==> src/rtl/psram_tmr_pkg.sv <==
// Shared types and constants for the PSRAM timing-window checker bank.
package psram_tmr_pkg;

    typedef enum logic [1:0] {
        IDLE    = 2'd0,
        COUNT   = 2'd1,
        EXPIRED = 2'd2
    } tmr_state_t;

    localparam logic ARM_FALL   = 1'b0;
    localparam logic ARM_RISE   = 1'b1;
    localparam logic SPAN_PHASE = 1'b0;
    localparam logic SPAN_CYCLE = 1'b1;

    localparam int TMR_RC   = 0;
    localparam int TMR_CPH  = 1;
    localparam int TMR_CEM  = 2;
    localparam int TMR_RST  = 3;
    localparam int TMR_XHS  = 4;
    localparam int TMR_XDPD = 5;

    // Arming edge for a channel, selected by its arm-phase bit.
    function automatic logic arm_event(input logic arm_rise, input logic rise, input logic fall);
        return (arm_rise == ARM_RISE) ? rise : fall;
    endfunction

endpackage

==> src/rtl/psram_tmr_chan.sv <==
// One timing-window channel: state, counter, sticky expiry/early flags and expiry pulse.
// state   | meaning
// IDLE    | waiting for this channel's CE# arming edge
// COUNT   | counting cycles since the arming edge
// EXPIRED | window elapsed; counter frozen, expired flag held
module psram_tmr_chan
    import psram_tmr_pkg::*;
#(
    parameter int CNT_W = 16
) (
    input  logic             mem_clk,
    input  logic             rst,
    input  logic             en,
    input  logic             arm,
    input  logic             in_phase,
    input  logic             span,
    input  logic             ignore,
    input  logic [CNT_W-1:0] limit,
    input  logic             clr,
    output logic             expired,
    output logic             expired_pls,
    output logic             early
);

    tmr_state_t       state_q, state_d;
    logic [CNT_W-1:0] cnt_q, cnt_d;
    logic             expired_q, expired_d;
    logic             early_q, early_d;
    logic             pls_q, pls_d;

    always_ff @(posedge mem_clk or posedge rst) begin
        if (rst) begin
            state_q   <= IDLE;
            cnt_q     <= '0;
            expired_q <= 1'b0;
            early_q   <= 1'b0;
            pls_q     <= 1'b0;
        end else begin
            state_q   <= state_d;
            cnt_q     <= cnt_d;
            expired_q <= expired_d;
            early_q   <= early_d;
            pls_q     <= pls_d;
        end
    end

    always_comb begin
        state_d   = state_q;
        cnt_d     = cnt_q;
        expired_d = expired_q;
        early_d   = early_q;
        pls_d     = 1'b0;

        if (clr) begin
            expired_d = 1'b0;
            early_d   = 1'b0;
        end

        if (!en) begin
            state_d   = IDLE;
            cnt_d     = '0;
            expired_d = 1'b0;
            early_d   = 1'b0;
        end else begin
            unique case (state_q)
                IDLE: begin
                    if (arm) begin
                        state_d = COUNT;
                        cnt_d   = '0;
                    end
                end
                COUNT: begin
                    // Expiry outranks the out-of-phase check in the same cycle.
                    if (arm) begin
                        cnt_d = '0;
                    end else if (ignore || (cnt_q == limit)) begin
                        state_d   = EXPIRED;
                        expired_d = 1'b1;
                        pls_d     = ~expired_q;
                    end else if ((span == SPAN_PHASE) && !in_phase) begin
                        state_d = IDLE;
                        cnt_d   = '0;
                        early_d = 1'b1;
                    end else begin
                        cnt_d = cnt_q + 1'b1;
                    end
                end
                EXPIRED: begin
                    if (arm) begin
                        state_d   = COUNT;
                        cnt_d     = '0;
                        expired_d = 1'b0;
                        early_d   = 1'b0;
                    end else if (clr) begin
                        state_d = IDLE;
                    end
                end
                default: state_d = IDLE;
            endcase
        end
    end

    assign expired     = expired_q;
    assign expired_pls = pls_q;
    assign early       = early_q;

endmodule

==> src/rtl/psram_timer_bank.sv <==
// Bank of CSR-programmed PSRAM timing windows referenced to CE# edges.
module psram_timer_bank
    import psram_tmr_pkg::*;
#(
    parameter int NUM_TMR = 6,
    parameter int CNT_W   = 16
) (
    input  logic                     mem_clk,
    input  logic                     rst,
    input  logic                     ce_n_ip,
    input  logic [NUM_TMR-1:0]       tmr_en,
    input  logic [NUM_TMR-1:0]       tmr_arm_rise,
    input  logic [NUM_TMR-1:0]       tmr_span,
    input  logic [NUM_TMR-1:0]       tmr_ignore,
    input  logic [NUM_TMR*CNT_W-1:0] tmr_limit,
    input  logic                     tmr_clr,
    output logic [NUM_TMR-1:0]       tmr_expired,
    output logic [NUM_TMR-1:0]       tmr_expired_pls,
    output logic [NUM_TMR-1:0]       tmr_early,
    output logic                     all_expired
);

    logic ce_n_q;
    logic ce_rise;
    logic ce_fall;

    // Reset value 1 means a CE# held low out of reset looks like a falling edge.
    always_ff @(posedge mem_clk or posedge rst) begin
        if (rst) ce_n_q <= 1'b1;
        else     ce_n_q <= ce_n_ip;
    end

    assign ce_rise = ce_n_ip & ~ce_n_q;
    assign ce_fall = ~ce_n_ip & ce_n_q;

    for (genvar g = 0; g < NUM_TMR; g++) begin : g_chan
        logic arm;
        logic in_phase;

        assign arm      = arm_event(tmr_arm_rise[g], ce_rise, ce_fall);
        assign in_phase = (tmr_arm_rise[g] == ARM_RISE) ? ce_n_ip : ~ce_n_ip;

        psram_tmr_chan #(.CNT_W(CNT_W)) u_chan (
            .mem_clk     (mem_clk),
            .rst         (rst),
            .en          (tmr_en[g]),
            .arm         (arm),
            .in_phase    (in_phase),
            .span        (tmr_span[g]),
            .ignore      (tmr_ignore[g]),
            .limit       (tmr_limit[g*CNT_W +: CNT_W]),
            .clr         (tmr_clr),
            .expired     (tmr_expired[g]),
            .expired_pls (tmr_expired_pls[g]),
            .early       (tmr_early[g])
        );
    end

    assign all_expired = (|tmr_en) & (&(tmr_expired | ~tmr_en));

endmodule

==> config.mk <==
export PLATFORM = sky130hd
export DESIGN_NAME = psram_timer_bank
export DESIGN_NICKNAME = d
export VERILOG_FILES = /design/src/rtl/psram_tmr_pkg.sv /design/src/rtl/psram_tmr_chan.sv /design/src/rtl/psram_timer_bank.sv
export SDC_FILE = /design/constraint.sdc
export NUM_CORES = 1
export LEC_CHECK = 0
export BUFFER_PORTS_ARGS = -buffer_cell sky130_fd_sc_hd__buf_2
export CORE_MARGIN = 3
export CORE_UTILIZATION = 58
export CTS_CLUSTER_SIZE = 10
export DETAILED_ROUTE_END_ITERATION = 6
export PLACE_DENSITY = 0.87
export REMOVE_ABC_BUFFERS = 1
export SYNTH_ARGS = -nofsm -noshare
export SYNTH_HDL_FRONTEND = slang
export SYNTH_SLANG_ARGS = --single-unit
export TNS_END_PERCENT = 10
==> constraint.sdc <==
create_clock -name mem_clk -period 6.1 [get_ports mem_clk]
set_clock_uncertainty 0.2 [all_clocks]
set_input_delay 1.83 -clock mem_clk [delete_from_list [all_inputs] [get_ports mem_clk]]
set_output_delay 1.83 -clock mem_clk [all_outputs]
set_load 0.02 [all_outputs]
==> flow_summary.json, run 1 <==
{
  "cts_resized": 0,
  "clk_latency_ps": 410,
  "die_w_um": 130,
  "grt_antenna_before_repair": 4,
  "rows": 44,
  "ys_seq_area_frac": 0.357,
  "wl_mm": 21.8,
  "syn_avg_cell_area_um2": 8.72,
  "power_density_nw_per_um2": 268,
  "worstSetupPathType": "primary input to primary output",
  "cts.clk_slew.worst_paths_ps": 60,
  "cts_tree": "done",
  "path_buf_inv": 3,
  "hold_viol": 0,
  "dp_hpwl_mm": 15.5,
  "syn_inst": 1022,
  "core_area_um2": 14800,
  "r2r_cells": 6,
  "grt_max_degree": 128,
  "synth.area.top_cells": "dfrtp_1, xor2_1, o21ai_0",
  "yosys.area.top_type_share": 0.354,
  "synthArstFlopShare": 1.00,
  "hold-path-endpoint": "g_chan[2].u_chan.cnt_q[15]",
  "pwr-share-clk": 0.401,
  "switchingPower_w": 0.000871,
  "synth_compound_area_frac": 0.228,
  "hp-start": "g_chan[2].u_chan.cnt_q[15]",
  "slew_headroom": 0.381,
  "cts.path.max_buffers": 2,
  "swShare": 0.318,
  "postRouteAntennaNets": 0,
  "grt_pass1_vias": 7582,
  "num_vias": 8209,
  "synthDistinctLibCells": 58,
  "finalSetupViolCount": 0,
  "worst_ep_required_time_ps": 4070,
  "place_congestion": 0.885,
  "synth.area.mux_share": 0.0124,
  "p_leak_nw": 4.71,
  "max_freq_mhz": 199,
  "initial_core_util": 0.602,
  "floorplan.die_area_um2": 16900,
  "outcome": "completed",
  "min_path_cells": 1,
  "synthAdderAreaFrac": 0.0421,
  "grt_use_total": 0.257,
  "drc_errors": 0,
  "internal_power_w": 0.00187,
  "layout-drive-gt1-share": 0.182,
  "synth_edf_count": 0,
  "yosys_warnings": 0,
  "drt_iter0_markers": 685,
  "cts_buffers": 17,
  "grt_pass1_wl_mm": 35.5,
  "final_net_count": 1281,
  "cpMostUsedCell": "buf_2",
  "syn_to_final_growth_pct": 14.6,
  "tns_ps": 0,
  "r2r_start": "ce_n_q",
  "hp-class": "flip-flop to flip-flop",
  "layout_min_cycle_time_ps": 5030,
  "slowest_stage": "a221oi_1",
  "netlist_area_um2": 8910,
  "die_y_um": 130,
  "r2r-end": "g_chan[3].u_chan.cnt_q[4]",
  "fin_util": 0.690,
  "clock_sinks": 127,
  "grt_overflow": 0,
  "wl_per_cell_um": 16.4,
  "crit_arrival_ps": 3000,
  "vias_per_cell": 6.18,
  "seqPwrFrac": 0.345,
  "dr.pass1.iters": 6,
  "h-tree-depth": 4,
  "vdd_drop_max_mv": 0.234,
  "rsz0062_at_grt": "no",
  "portBuffers": 142,
  "synth_xor_xnor_area_share": 0.100,
  "maxCapViolCount": 0,
  "yosys.area_share.simple": 0.200,
  "synth_top_family_by_area": "compound AO/OA/AOI/OAI gates",
  "drv_slew": 0,
  "endpoint_kind": "primary output",
  "path_cells": "buf_2 -> inv_1 -> o22ai_1 -> a221oi_1 -> o221ai_1 -> a21oi_1 -> buf_2",
  "cts_setup_buffers": 0,
  "cp-start-kind": "primary input",
  "r2r_slack_ps": 2800,
  "root_buffer": "clkbuf_16",
  "cp_top_family": "compound AO/OA/AOI/OAI gates",
  "worst_pin_slew_ps": 929,
  "cp_max_fo": 8,
  "ys_ff_latch": 127,
  "min_period_over_period": 0.825,
  "io_pins": 143,
  "p_comb_frac": 0.254,
  "synth_ff_type": "dfrtp_1",
  "holdBufCountCts": 0,
  "crit_path_max_incr_delay_ps": 230,
  "synth.largest_area_cell": "dfrtp_1"
}
==> metal layers <==
metal | up-vias | routed length (um) | global-route usage
met1 | 3925 | 9480 | 0.345
met4 | 0 | 480 | 0.106
met5 | - | 0 | 0
met3 | 39 | 1400 | 0.0438
li1 | 3939 | - | -
met2 | 306 | 10400 | 0.415
==> power groups by stage <==
stage	Sequential (W)	Clock (W)	Combinational, W
after detailed placement	0.000958	0	0.000682
after global placement	0.000956	0	0.000663
after global routing	0.000953	0.00115	0.000777
final	0.000945	0.00110	0.000695
after CTS	0.000944	0.00112	0.000689
after floorplan	0.000956	0	0.000465
==> state kept, by name, summed over array words and instances, names as in the netlist <==
| name | count |
|---|---|
| g_chan.u_chan.cnt_q | 96 |
| g_chan.u_chan.state_q | 12 |
| g_chan.u_chan.early | 6 |
| g_chan.u_chan.expired | 6 |
| g_chan.u_chan.expired_pls | 6 |
| ce_n_q | 1 |
==> stage by stage <==
stage,hold slack [ps],power (W),setup slack [ps],instance area [um^2],instances
floorplan,264,0.00142,687,8530,956
global placement,289,0.00162,1090,9560,1292
detailed placement,284,0.00164,1070,9560,1292
CTS,297,0.00275,1060,10200,1324
global route,319,0.00288,1030,10200,1328
finish,297,0.00274,1070,10200,1329
==> cells in the final DEF (no fill, tap or decap), types with 23 or more instances in the layout <==
cell,n
ha_1,30
buf_2,142
xor2_1,96
o21ai_0,113
a21oi_1,28
nor2b_1,23
o31ai_1,57
nand2_1,81
nor4_1,32
dfrtp_1,126
inv_1,40
a31oi_1,24
nor2_1,73
nand3_1,46
==> cells in the mapped netlist, types with 13 or more instances <==
cell,number
dfrtp_1,126
o21ai_0,113
xor2_1,96
nand2_1,81
nor2_1,73
o31ai_1,57
nand3_1,46
inv_1,41
nor4_1,32
ha_1,30
a21oi_1,28
a31oi_1,24
nor2b_1,23
buf_2,22
clkbuf_1,19
buf_4,18
nor3_1,17
and3_1,15
nand2b_1,13
==> cell families after synthesis <==
| group | Yosys count |
|---|---|
| XOR/XNOR | 102 |
| multiplexers | 11 |
| AO/OA/AOI/OAI | 293 |
| flip-flops | 127 |
| AND/OR/NAND/NOR | 352 |
| adder cells (fa/ha/maj) | 30 |
| buffers and inverters | 107 |
==> worst max-delay path by stage <==
stage               startpoint                   endpoint  slack (ps)  cells past startpoint
global route         tmr_en[3]                all_expired        1030                      7
finish               tmr_en[3]                all_expired        1070                      7
CTS                  tmr_en[3]                all_expired        1060                      7
floorplan                  rst  g_chan[0].u_chan.cnt_q[0]         690                      1
detailed placement   tmr_en[3]                all_expired        1070                      7
global placement     tmr_en[3]                all_expired        1090                      7
==> layout make-up <==
class                      instances  area, um^2
antenna                            5        12.5
clock buffer                      22         484
clock inverter                    10         158
fill                            1154        4590
inverter                          41         156
multi-input combinational        788        5200
sequential                       127        3180
tap                              184         230
timing repair buffer             152         798
Note: power is estimated with default switching activity, not from simulation.
==> inputs of run 2 (changes only) <==
Settings changed: ABC_AREA set to 1, CORE_UTILIZATION 58 to 60.
Clock period 6.1 ns to 5.3 ns, I/O delays scaled along.
==> flow_summary.json, run 2 <==
{
  "seqPwrFrac": 0.322,
  "min_period_over_period": 0.891,
  "final_cell_mix": "nand2_1, inv_1, nor2_1",
  "synth_edf_count": 0,
  "outcome": "completed",
  "syn_avg_cell_area_um2": 5.88,
  "switchingPower_w": 0.00139,
  "pwr-share-clk": 0.337,
  "cts.clk_slew.worst_paths_ps": 60,
  "cts_buffers": 17,
  "place_congestion": 0.971,
  "die_w_um": 146,
  "crit_arrival_ps": 2930,
  "num_vias": 13200,
  "yosys.area.top_type_share": 0.268,
  "slew_headroom": 0.506,
  "finalSetupViolCount": 0,
  "floorplan.die_area_um2": 21300,
  "rsz0062_at_grt": "no",
  "regMostFlops": "g_chan.u_chan.cnt_q",
  "dr.pass1.iters": 6,
  "die_y_um": 146,
  "portBuffers": 142,
  "yosys_warnings": 0,
  "nFillCells": 1737,
  "core_area_um2": 19000,
  "cp_max_fo": 13,
  "yosysMostFrequentCell": "nand2_1",
  "endpoint_kind": "primary output",
  "cts_setup_buffers": 0,
  "wl_mm": 32.7,
  "cts_resized": 0,
  "h-tree-depth": 4,
  "io_pins": 143,
  "internal_power_w": 0.00208,
  "dp_hpwl_mm": 23.6,
  "cp_top_family": "buffers and inverters",
  "final_net_count": 2247,
  "initial_core_util": 0.620,
  "largest_reg_flops": 96,
  "drt_iter0_markers": 1186,
  "hold_viol": 0,
  "maxCapViolCount": 0,
  "synth.largest_area_cell": "dfrtp_1",
  "hp-class": "flip-flop to flip-flop",
  "power_density_nw_per_um2": 267,
  "holdBufCountCts": 0,
  "syn_inst": 1997,
  "dpl_worst_slack_ps": 631,
  "wl_per_cell_um": 13.8,
  "crit_path_max_incr_delay_ps": 420,
  "drv_slew": 0,
  "p_leak_nw": 6.93,
  "postRouteAntennaNets": 0,
  "grt_use_total": 0.300,
  "layout_min_cycle_time_ps": 4720,
  "top_regs": "g_chan.u_chan.cnt_q (96), g_chan.u_chan.state_q (12)",
  "synthDistinctLibCells": 35,
  "final_common_cell": "nand2_1",
  "grt_max_degree": 82,
  "grt_pass1_vias": 12000,
  "slowest_stage": "nor4_1",
  "clk_latency_ps": 420,
  "rows": 50,
  "cpMostUsedCell": "buf_2",
  "worst_slack_ps": 578,
  "cp-start-kind": "primary input",
  "grt_antenna_before_repair": 0,
  "grt_overflow": 0,
  "worstSetupPathType": "primary input to primary output",
  "worst_ep_required_time_ps": 3510,
  "swShare": 0.401,
  "syn_to_final_growth_pct": 10.7,
  "clock_sinks": 127,
  "synth_ff_type": "dfrtp_1",
  "vias_per_cell": 5.56,
  "root_buffer": "clkbuf_16",
  "worst_pin_slew_ps": 739,
  "synth_common_cells": "nand2_1, inv_1, nor2_1",
  "tns_ps": 0,
  "p_comb_frac": 0.341,
  "grt_pass1_wl_mm": 54.7,
  "layout-drive-gt1-share": 0.124,
  "cts.path.max_buffers": 2,
  "ys_ff_latch": 127,
  "synthArstFlopShare": 1.00,
  "path_cells": "buf_2 -> inv_1 -> o22ai_1 -> nor4_1 -> buf_2",
  "cts_tree": "done",
  "synth.area.top_cells": "dfrtp_1, nand2_1, inv_1",
  "path_buf_inv": 3,
  "ys_seq_area_frac": 0.271,
  "vdd_drop_max_mv": 0.197,
  "max_freq_mhz": 212,
  "drc_errors": 0,
  "netlist_area_um2": 11700
}
-- run 2: changes by cell type after synthesis, sizes merged, moves of 13 or more --
cell and change:
a31oi -27, inv +270, nand2 +686, nand2b -13, nand3 +104, nand4 +120
nor2 +133, nor2b -23, nor3 +56, nor4 -26, o21ai -76, o31ai -63
xor2 -80
-- run 2: per-stage QoR --
step,std cells,total power [W],area [um^2],hold slack (ps),util
2_1_floorplan,1921,0.00191,11300,271,-
3_3_place_gp,2334,0.00224,12400,291,0.656
3_5_place_dp,2334,0.00229,12400,299,0.656
4_1_cts,2366,0.00346,13000,314,0.686
5_1_grt,2366,0.00367,13000,342,0.686
6_report,2367,0.00347,13000,315,0.686
-- run 2: final cells by class --
| type | instances | area, um^2 | share of cell area |
|---|---|---|---|
| Clock buffer | 26 | 499 | 0.0384 |
| Timing Repair Buffer | 153 | 793 | 0.0610 |
| Sequential cell | 127 | 3180 | 0.244 |
| Multi-Input combinational cell | 1479 | 6930 | 0.533 |
| Antenna cell | 1 | 2.50 | 0.000192 |
| Inverter | 315 | 1190 | 0.0919 |
| Clock inverter | 6 | 80.1 | 0.00616 |
| Tap cell | 260 | 325 | 0.0250 |
-- run 2: cells by family (layout without fill, tap and decap cells) --
family	after synthesis	after routing	share of synthesized area
buffers and inverters	391	500	0.139
adder cells (fa/ha/maj)	30	30	0.0320
flip-flops	127	127	0.271
AO/OA/AOI/OAI	85	85	0.0422
other	0	1	0
XOR/XNOR	16	16	0.0119
AND/OR/NAND/NOR	1348	1348	0.504
-- run 2: power groups by stage --
stage          Combinational (W)  Sequential (W)  Clock [W]
2_1_floorplan           0.000780         0.00113          0
3_3_place_gp             0.00111         0.00113          0
3_5_place_dp             0.00115         0.00113          0
4_1_cts                  0.00117         0.00112    0.00118
5_1_grt                  0.00132         0.00113    0.00123
6_report                 0.00119         0.00112    0.00117
-- run 2: per-layer routing --
metal	up-vias	global-route usage	part of all wire	wire length (um)
met1	5959	0.394	0.42	13600
met4	0	0.120	0.029	962
met2	611	0.497	0.47	15400
li1	6498	-	-	-
met3	93	0.0483	0.082	2670
met5	-	0	0	0
-- run 2: path summary, 6_finish.rpt --
check	to	depth (start not counted)	slack [ps]	from
setup / recovery	all_expired	5	580	tmr_en[3]
hold / removal	g_chan[3].u_chan.cnt_q[15]	2	310	g_chan[3].u_chan.cnt_q[15]
max in group asynchronous	ce_n_q	3	2900	rst
min in group asynchronous	g_chan[1].u_chan.cnt_q[5]	2	1100	rst
setup reg to reg	g_chan[5].u_chan.cnt_q[4]	8	2580	g_chan[5].u_chan.state_q[0]
hold reg to reg	g_chan[3].u_chan.cnt_q[15]	2	310	g_chan[3].u_chan.cnt_q[15]
-- run 2: worst register-to-register path, stage by stage, from the launching register on --
cell and delay, ps:
dfrtp_1 400, inv_1 90, ha_1 230, nor2_1 280
inv_1 260, nand3_1 440, nand3_2 430, nand2_1 200
nand2_1 80
==> inputs of run 3 (changes only) <==
Settings changed: CORE_ASPECT_RATIO set to 1.25.
==> flow_summary.json, run 3 (synthesized netlist as in run 2, its figures left out) <==
{
  "min_period_over_period": 0.877,
  "maxCapViolCount": 0,
  "cts_buffers": 17,
  "crit_arrival_ps": 2860,
  "r2r-end": "g_chan[1].u_chan.cnt_q[11]",
  "p_comb_frac": 0.324,
  "drv_slew": 0,
  "vias_per_cell": 5.53,
  "hold_viol": 0,
  "cts_resized": 0,
  "grt_use_total": 0.303,
  "internal_power_w": 0.00219,
  "syn_to_final_growth_pct": 11.0,
  "endpoint_kind": "primary output",
  "rsz0062_at_grt": "no",
  "hp-class": "flip-flop to flip-flop",
  "finalNonFillerCells": 2362,
  "die_y_um": 162,
  "worst_ep_required_time_ps": 3510,
  "power_density_nw_per_um2": 275,
  "outcome": "completed",
  "grt_pass1_vias": 12100,
  "core_area_um2": 19000,
  "crit_start": "tmr_en[1]",
  "initial_core_util": 0.619,
  "final_cell_mix": "nand2_1, inv_1, nor2_1",
  "drc_errors": 0,
  "whs_ps": 306,
  "floorplan.die_area_um2": 21300,
  "tns_ps": 0,
  "cts.path.max_buffers": 2,
  "largest_reg_flops": 96,
  "die_w_um": 131,
  "worst_slack_ps": 651,
  "clock_sinks": 127,
  "place_congestion": 0.959,
  "holdBufCountCts": 0,
  "seqPwrFrac": 0.312,
  "portBuffers": 142,
  "regMostFlops": "g_chan.u_chan.cnt_q",
  "cp-endpoint": "all_expired",
  "top_regs": "g_chan.u_chan.cnt_q (96), g_chan.u_chan.state_q (12)",
  "layout-drive-gt1-share": 0.123,
  "dr.pass1.iters": 7,
  "cp_max_fo": 15,
  "postRouteAntennaNets": 0,
  "multiInputGateArea_um2": 6930,
  "nFillCells": 1732,
  "swShare": 0.390,
  "slew_headroom": 0.495,
  "p_leak_nw": 6.93,
  "final_common_cell": "nand2_1",
  "final_net_count": 2242,
  "max_freq_mhz": 215,
  "drt_iter0_markers": 1188,
  "num_vias": 13100,
  "layout_min_cycle_time_ps": 4650,
  "cts_tree": "done",
  "r2r_start": "g_chan[1].u_chan.state_q[1]",
  "wl_per_cell_um": 13.7,
  "h-tree-depth": 4,
  "dp_hpwl_mm": 23.6,
  "wl_mm": 32.3,
  "clk_latency_ps": 430,
  "cts_setup_buffers": 0,
  "regArea_um2": 3180,
  "root_buffer": "clkbuf_16",
  "dp.cells": 2330,
  "grt_antenna_before_repair": 0,
  "worstSetupPathType": "primary input to primary output",
  "worst_pin_slew_ps": 758,
  "finalSetupViolCount": 0,
  "cp-start-kind": "primary input",
  "vdd_drop_max_mv": 0.256,
  "grt_overflow": 0,
  "n_antenna_cell": 0,
  "r2r_cells": 8,
  "switchingPower_w": 0.00140,
  "grt_max_degree": 60,
  "fin_area_um2": 13000,
  "pwr-share-clk": 0.364,
  "dpl_worst_slack_ps": 659,
  "place_area_um2": 12400,
  "r2r_slack_ps": 2410,
  "rows": 56,
  "io_pins": 143,
  "grt_pass1_wl_mm": 54.9,
  "cts.clk_slew.worst_paths_ps": 60
}
==> run 3: cell count changes in the layout (fill, tap and decap cells not counted), sizes merged <==
| cell | delta |
|---|---|
| buf | -5 |
| diode | -1 |
| clkbuf | -4 |
| clkinvlp | +2 |
| bufinv | +3 |
| clkinv | -1 |
==> run 3: worst max-delay path: stages <==
cell and delay, ps:
buf_2 130, inv_1 350, or2_2 210, nand2_1 70, nor4_1 270, buf_2 230
==> run 3: worst min path at each step <==
stage,start,endpoint,slack [ps],depth (start not counted)
after floorplan,g_chan[3].u_chan.cnt_q[15],g_chan[3].u_chan.cnt_q[15],270,2
after global placement,g_chan[3].u_chan.expired,g_chan[3].u_chan.expired_pls,290,1
after detailed placement,g_chan[3].u_chan.cnt_q[15],g_chan[3].u_chan.cnt_q[15],290,2
after CTS,g_chan[3].u_chan.expired,g_chan[3].u_chan.expired_pls,300,1
after global routing,g_chan[3].u_chan.cnt_q[15],g_chan[3].u_chan.cnt_q[15],340,2
final,g_chan[3].u_chan.cnt_q[15],g_chan[3].u_chan.cnt_q[15],310,2
==> run 3: cell type report <==
class | count | area share
Clock buffer | 22 | 0.0356
Multi-Input combinational cell | 1479 | 0.532
Sequential cell | 127 | 0.244
Clock inverter | 10 | 0.0141
Tap cell | 261 | 0.0251
Inverter | 315 | 0.0915
Timing Repair Buffer | 148 | 0.0580
==> run 3: power by group through the flow <==
| stage | combinational (W) | sequential (W) | clock (W) |
|---|---|---|---|
| 6_report | 0.00116 | 0.00112 | 0.00131 |
| 2_1_floorplan | 0.000780 | 0.00113 | 0 |
| 3_5_place_dp | 0.00113 | 0.00113 | 0 |
| 4_1_cts | 0.00114 | 0.00112 | 0.00131 |
| 3_3_place_gp | 0.00109 | 0.00113 | 0 |
| 5_1_grt | 0.00130 | 0.00113 | 0.00135 |
==> run 3: metal layers <==
metal | share of wire | GRT usage | wire length, um | vias up
li1 | - | - | - | 6483
met1 | 0.41 | 0.380 | 13200 | 5852
met2 | 0.48 | 0.522 | 15400 | 619
met3 | 0.083 | 0.0538 | 2690 | 112
met4 | 0.032 | 0.122 | 1030 | 0
met5 | 0 | 0 | 0 | -
==> run 3: metrics by stage <==
stage                     total power (W)   util
final                             0.00359  0.686
after global routing              0.00378  0.686
after detailed placement          0.00226  0.652
after floorplan                   0.00191      -
after global placement            0.00222  0.652
after CTS                         0.00357  0.686
